## src/rtl/alu_control_pipe.sv

```systemverilog
// ALU control decoder with a valid/ready handshake and a multi-cycle hold-off for MULT/DIV.
// Optional feature: define ALU_CTRL_ILLEGAL_TRAP_EN to enable the sticky illegal-opcode flag.
module alu_control_pipe #(
    parameter int SEL_W  = 4,
    parameter int MD_LAT = 4
) (
    input  logic             clk,
    input  logic             rst_n,
    input  logic             in_valid,
    output logic             in_ready,
    input  logic [1:0]       ALUOp,
    input  logic [5:0]       func_field,
    output logic             out_valid,
    input  logic             out_ready,
    output logic [SEL_W-1:0] ALU_SEL,
    output logic             multi_cycle,
    output logic             illegal,
    output logic             illegal_sticky
);

    typedef enum logic [1:0] {
        IDLE = 2'd0,
        BUSY = 2'd1,
        HOLD = 2'd2
    } state_t;

    localparam logic [3:0] MD_LAT_C = 4'(MD_LAT);

    state_t           state_q;
    logic [3:0]       cnt_q;
    logic [SEL_W-1:0] alu_sel_q;
    logic             multi_q;
    logic             illegal_q;
    logic             out_valid_q;

    logic             accept_s;
    logic [5:0]       dec_s;
    logic [SEL_W-1:0] sel_d;
    logic             md_d;
    logic             illegal_d;

    // Returns {illegal, multi_cycle, code[3:0]} for one request.
    function automatic logic [5:0] decode_f(input logic [1:0] op, input logic [5:0] fn);
        logic [5:0] r;
        case (op)
            2'b00:   r = {1'b0, 1'b0, 4'b0010};
            2'b01:   r = {1'b0, 1'b0, 4'b0110};
            2'b11:   r = {1'b0, 1'b0, 4'b0001};
            2'b10: begin
                case (fn)
                    6'b100000: r = {1'b0, 1'b0, 4'b0010};
                    6'b100010: r = {1'b0, 1'b0, 4'b0110};
                    6'b100100: r = {1'b0, 1'b0, 4'b0000};
                    6'b100101: r = {1'b0, 1'b0, 4'b0001};
                    6'b100111: r = {1'b0, 1'b0, 4'b1100};
                    6'b101010: r = {1'b0, 1'b0, 4'b0111};
                    6'b011000: r = {1'b0, 1'b1, 4'b1000};
                    6'b011010: r = {1'b0, 1'b1, 4'b1001};
                    default:   r = {1'b1, 1'b0, 4'b1111};
                endcase
            end
            default: r = {1'b1, 1'b0, 4'b1111};
        endcase
        return r;
    endfunction

    // Handshake: in HOLD a new request is only taken while the current result drains.
    always_comb begin
        in_ready = 1'b0;
        case (state_q)
            IDLE:    in_ready = 1'b1;
            BUSY:    in_ready = 1'b0;
            HOLD:    in_ready = out_ready;
            default: in_ready = 1'b0;
        endcase
    end

    assign accept_s = in_valid & in_ready;

    // Decode the incoming request into the values captured on acceptance.
    always_comb begin
        dec_s       = decode_f(ALUOp, func_field);
        sel_d       = '0;
        sel_d[3:0]  = dec_s[3:0];
        md_d        = dec_s[4];
        illegal_d   = dec_s[5];
        if (illegal_d) begin
            sel_d = '1;
        end else begin
            sel_d = sel_d;
        end
    end

    // Main FSM with registered result outputs.
    always_ff @(posedge clk or negedge rst_n) begin
        if (!rst_n) begin
            state_q     <= IDLE;
            cnt_q       <= 4'd0;
            alu_sel_q   <= '0;
            multi_q     <= 1'b0;
            illegal_q   <= 1'b0;
            out_valid_q <= 1'b0;
        end else begin
            case (state_q)
                IDLE, HOLD: begin
                    if (accept_s) begin
                        alu_sel_q <= sel_d;
                        multi_q   <= md_d;
                        illegal_q <= illegal_d;
                        if (md_d) begin
                            state_q     <= BUSY;
                            cnt_q       <= MD_LAT_C;
                            out_valid_q <= 1'b0;
                        end else begin
                            state_q     <= HOLD;
                            cnt_q       <= 4'd0;
                            out_valid_q <= 1'b1;
                        end
                    end else if ((state_q == HOLD) && out_ready) begin
                        state_q     <= IDLE;
                        out_valid_q <= 1'b0;
                    end else begin
                        state_q     <= state_q;
                        out_valid_q <= out_valid_q;
                    end
                end
                BUSY: begin
                    if (cnt_q <= 4'd1) begin
                        state_q     <= HOLD;
                        cnt_q       <= 4'd0;
                        out_valid_q <= 1'b1;
                    end else begin
                        cnt_q       <= cnt_q - 4'd1;
                    end
                end
                default: begin
                    state_q     <= IDLE;
                    cnt_q       <= 4'd0;
                    out_valid_q <= 1'b0;
                end
            endcase
        end
    end

    assign out_valid   = out_valid_q;
    assign ALU_SEL     = alu_sel_q;
    assign multi_cycle = multi_q;
    assign illegal     = illegal_q;

`ifdef ALU_CTRL_ILLEGAL_TRAP_EN
    logic sticky_q;

    // Sticky trap flag: set by any accepted illegal request, cleared only by reset.
    always_ff @(posedge clk or negedge rst_n) begin
        if (!rst_n) begin
            sticky_q <= 1'b0;
        end else if (accept_s && illegal_d) begin
            sticky_q <= 1'b1;
        end else begin
            sticky_q <= sticky_q;
        end
    end

    assign illegal_sticky = sticky_q;
`else
    assign illegal_sticky = 1'b0;
`endif

endmodule

```

## config.mk

```make
export PLATFORM = sky130hd
export DESIGN_NAME = alu_control_pipe
export DESIGN_NICKNAME = d
export VERILOG_FILES = /design/src/rtl/alu_control_pipe.sv
export SDC_FILE = /design/constraint.sdc
export NUM_CORES = 1
export LEC_CHECK = 0
export CAP_MARGIN = 20
export CORE_MARGIN = 2
export CORE_UTILIZATION = 28
export DETAILED_ROUTE_END_ITERATION = 7
export HOLD_SLACK_MARGIN = 0.1
export PLACE_DENSITY_LB_ADDON = 0.08
export RECOVER_POWER = 100
export SETUP_SLACK_MARGIN = 0.05
export SLEW_MARGIN = 40
export SYNTH_ARGS = -nofsm -noshare
export SYNTH_HDL_FRONTEND = slang
export SYNTH_SLANG_ARGS = --single-unit
export TNS_END_PERCENT = 30
```

## constraint.sdc

```tcl
create_clock -name clk -period 1.7 [get_ports clk]
set_clock_uncertainty 0.1 [all_clocks]
set_input_delay 0.255 -clock clk [delete_from_list [all_inputs] [get_ports clk]]
set_output_delay 0.255 -clock clk [all_outputs]
set_load 0.1 [all_outputs]
```

# --- Word level (Yosys, flattened, before mapping) ---
# Index checks and enable logic that the tools add are counted.
op_classes:
  n_addsub: 1
  magnitude_cmp: 1
  eq_ne: 16
  muxes: 18
  bitwise: 1
  n_reduce_logical: 6
ops:
  columns: ["op", "count"]
  rows:
  - ["one-hot mux 6 bit (8 select lines)", 1]
  - ["equality test 6 bit (second input constant)", 6]
  - ["one-hot mux 6 bit (4 select lines)", 1]
  - ["equality test 6 x 5 -> 1 bit (second input constant)", 2]
  - ["2-to-1 mux 4 bit", 3]
  - ["2-to-1 mux 2 bit", 4]
  - ["one-hot mux 4 bit (2 select lines)", 1]
  - ["equality test 2 bit (second input constant)", 3]
  - ["equality test 2 x 1 -> 1 bit (second input constant)", 2]
  - ["less-or-equal comparator 4 x 1 -> 1 bit (second input constant)", 1]
  - ["zero test 2 bit", 2]
  - ["2-to-1 mux 1 bit", 4]
  - ["!= test 2 bit (second input constant)", 2]
  - ["one-hot mux 1 bit (2 select lines)", 2]
  - ["one-hot mux 2 bit (2 select lines)", 1]
  - ["AND reduction 2 bit", 2]
  - ["subtractor 4 x 1 -> 4 bit (second input constant)", 1]
  - ["2-to-1 mux 3 bit", 1]
  - ["!= test 3 bit (second input constant)", 1]
  - ["OR reduction 2 bit", 1]
  - ["bitwise AND 1 bit", 1]
  - ["logical AND 1 bit", 1]
word_totals:
  regBits: 13
  in_bits: 12
  out_inout_bits: 9
  elab_cells: 49

# --- Logic depth before layout (Yosys ltp) ---
# Gate-level depths: netlist (run 1).
logic_depth:
  word_depth: 6
  mapped_depth: 6
  depth_no_buf: 6

# --- Least setup slack after synthesis (run 1) ---
# No wires, ideal clock.
synth_timing:
  kind: "register to output"
  from: "reg state_q[1]"
  to: "out in_ready"
  t_arrival_ps: 2424
  setup_slack_ps: -1079
  path_stages_with_launch: 3
  path_cell_list: "dfrtp_1 nand2b_1 nor2b_1"
synth_between:
  elab_chain_len: 2
  word_cells_on_any_way: 3
synth_lines:
  columns: ["item", "line", "rtl"]
  rows:
  - ["from (decl)", "29", "state_t state_q;"]
  - ["from (signal assigned)", "123", "state_q <= state_q;"]
  - ["equality test 2 bit or zero test 2 bit (tied branches)", "70", "case (state_q)"]
  - ["one-hot mux 1 bit (2 select lines) (*)", "70", null]
  - ["to (decl)", "10", "output logic in_ready,"]
# Mark *: on every way between the ends. The rest lies on a longest branch, timed or not.

# --- Worst setup path in the final report (run 1) ---
# Ends and elaborated chain as after synthesis.

==> out/qor.yml, run 1 <==
fin_crit_sh_pct: 93.84
switching_share_pct: 40.79
path_cells: "nand2b_4 > nor2b_4 > buf_6"
dp_hpwl_um: 1496
maxCapViolCount: 0
cts_sinks: 12
antenna_found_initial: 0
coreArea_um2: 2522
synth_nets: 97
finalMaxSlewViolations: 0
slew_headroom_pct: 53.25
grtUsageTotal_pct: 13.05
required_ns: 1.34
crit_family: "flip-flops"
clock_latency_ns: 0.27
ys_warn_count: 0
synth_fa_ha_area_share_pct: 3.279
ys_seq_elements: 12
max_freq_mhz: 626.9
syn_area_um2: 763.2
worstSetupStartpointType: "flip-flop"
cts_buffer_depth: 2
cts-root-buf: "clkbuf_4"
fin_util_pct: 43.60
drt_pass1_iterations: 4
dpl.cell_count: 140
crit_arrival_ns: 1.24
p_int_mw: 0.5372
crit_fanout: 5
die-width_um: 56.21
powerDensity_nw_per_um2: 825.1
irDropWorstVdd_uv: 463.2
drt-total-wl_um: 1858
final_nets: 131
setup_viol_count_final: 0
period_needed_ns: 1.595
ant_nets: 0
synth_cells: 83
grt_first_pass_wirelength_um: 3263
drtIter0Drc: 15
start_util_pct: 30.26
synth-seq-area-share_pct: 39.34
syn2layout_area_growth_pct: 44.10
grt_pass1_vias: 742
p_leak_nw: 0.5177
switching_power_mw: 0.3702
layout.cells.non_filler: 146
io_buffers: 19
grt_overflow: 0
wire_per_inst_um: 12.73
synth_mux_area_share_pct: 2.623
path_buf_inv: 1
synth_area_per_cell_um2: 9.196
critPathSlowestCell: "dfrtp_4"
vias_per_cell: 4.856
cp-end-kind: "output pin"
combPwrFrac_pct: 38.4
drive_gt1_share_pct: 27.59
hold_violations: 0
cts_made_buffers: 3
criticalPathCategory: "flip-flop to output pin"
synthSimpleGateAreaFrac_pct: 26.72
io_pins: 21
hold_path_class: "flip-flop to flip-flop"
rsz0062_at_grt: "false"
routabilityCongestion: 0.7832
synth_xor_area_share_pct: 0
rows: 18
path_clk_slew_ns: 0.08
postPlaceCellArea_um2: 1150
yosysUniqueCellTypes: 36
die_h_um: 56.21
route.vias.total: 709
worstMarginPinSlew_ns: 0.7013
tritoncts: "done"
die_area_um2: 3160
clkPwrFrac_pct: 25.1
htree_levels: 1
drc: 0
synth_compound_area_share_pct: 24.10
diodes: 0
grt_max_degree: 13
synth_top_family_by_area: "simple AND/OR/NAND/NOR gates"
max_stage_delay_ns: 0.51
fin_area_um2: 1100
pwr-share-seq_pct: 36.5
status: "finished clean"
[worst paths after layout]
| kind | startpoint | end | slack (ns) | depth (start not counted) |
|---|---|---|---|---|
| max in group asynchronous | rst_n | state_q[1] | 0.56 | 2 |
| max | state_q[1] | in_ready | 0.10 | 3 |
| min | illegal | illegal | 0.38 | 2 |
| max reg2reg | cnt_q[0] | cnt_q[2] | 0.12 | 6 |
| min in group asynchronous | rst_n | ALU_SEL[0] | 0.43 | 2 |
| min reg2reg | illegal | illegal | 0.38 | 2 |
[registers in the layout, summed over array words and instances, names as in the netlist]
name	flops
multi_cycle	1
illegal	1
state_q	2
ALU_SEL	4
cnt_q	4
[area by class of cell]
type                       count  area (um^2)
clock buffer                   4        36.28
fill                         282         1423
inverter                       5        18.77
multi-input combinational     65        467.9
sequential                    12        304.0
tap                           30        37.54
timing repair buffer          30        235.2
[repair_timing]
action | in CTS | in global routing
buffers inserted | 0 | 2
hold buffers | 0 | 0
resized for setup | 1 | 3
pin swaps | 0 | 1
setup endpoints to repair | 1 | 3
[metal layers]
layer	routed length, um	track usage [%]	up-vias	share of wire (%)
met4	27	8.503	0	1.5
met5	0	0	-	0
met2	952	22.35	12	51
met3	43	2.326	2	2.3
li1	-	-	370	-
met1	834	14.67	325	45
[cell usage after synthesis (all sizes together)]
| cell | instances | area (um^2) |
|---|---|---|
| dfrtp | 12 | 300.3 |
| nor2 | 7 | 26.28 |
| nand2 | 6 | 25.03 |
| a21oi | 5 | 25.02 |
| inv | 5 | 18.77 |
| o21ai | 5 | 25.02 |
| nor2b | 4 | 25.02 |
| o31ai | 4 | 35.03 |
| a21o | 3 | 23.77 |
| nand2b | 3 | 18.77 |
| and2b | 2 | 15.01 |
| and3 | 2 | 18.77 |
| ha | 2 | 25.02 |
| mux2i | 2 | 20.02 |
| nand3 | 2 | 10.01 |
| o211ai | 2 | 15.01 |
| or2b | 2 | 16.27 |
| or4bb | 2 | 22.52 |
| a211o | 1 | 8.760 |
| a211oi | 1 | 7.510 |
| a221o | 1 | 10.01 |
| a221oi | 1 | 8.760 |
| a22o | 1 | 8.760 |
| a31oi | 1 | 6.260 |
| a41o | 1 | 10.01 |
| and2 | 1 | 7.510 |
| buf | 1 | 7.510 |
| conb | 1 | 3.750 |
| nor3 | 1 | 5.000 |
| or3 | 1 | 6.260 |
| or4 | 1 | 7.510 |
[placed cells by master (no fill, tap or decap), types with 2 or more instances in the layout]
cell / n
nand2_1: 6
a21oi_1: 5
dfrtp_1: 11
clkbuf_2: 7
o31ai_1: 3
clkdlybuf4s50_1: 9
nor2_1: 6
mux2i_1: 2
buf_4: 8
o211ai_1: 2
a21o_1: 2
or4bb_1: 2
and2b_1: 2
nand3_1: 2
inv_1: 5
nor2b_1: 3
dlygate4sd3_1: 2
clkbuf_4: 5
nand2b_1: 2
o21ai_0: 5
[per-stage QoR]
step                      worst slack (ns)  hold slack [ns]  setup TNS (ns)  power [mW]
after global routing               0.04838           0.4133               0      0.9592
after global placement            -0.08006           0.4146         -0.3547      0.7696
final                               0.1047           0.3849               0      0.9074
after CTS                          0.03147           0.1721               0       1.008
after detailed placement           -0.1296           0.4335         -0.5563      0.7711
after floorplan                    0.06158          -0.1406               0      0.5855
[logic make-up (layout without fill, tap and decap cells)]
kind of cell | count (synthesis) | after routing
buffers and inverters | 6 | 39
DFF | 12 | 12
other | 1 | 1
muxes | 2 | 2
AOI/OAI and AO/OA | 26 | 26
and+or+nand+nor | 34 | 34
adders and majority gates | 2 | 2
[power groups by stage]
| stage | clock (mW) | sequential (mW) | combinational [mW] |
|---|---|---|---|
| 4_1_cts | 0.241 | 0.344 | 0.423 |
| 3_5_place_dp | 0 | 0.348 | 0.423 |
| 3_3_place_gp | 0 | 0.348 | 0.421 |
| 5_1_grt | 0.256 | 0.336 | 0.367 |
| 6_report | 0.227 | 0.331 | 0.349 |
| 2_1_floorplan | 0 | 0.485 | 0.100 |
[tightest hold or removal path, cell delays in order (launching register included)]
cell and delay [ns]:
dfrtp_1 0.35, nand2_1 0.04, o21ai_0 0.06
Power figures use the tool's default switching activity.
==> run 2, diff against run 1 <==
Settings changed: SLEW_MARGIN 40 to 20.
==> results of run 2 <==
Final layout, timing and power as in run 1 (identical DEF).
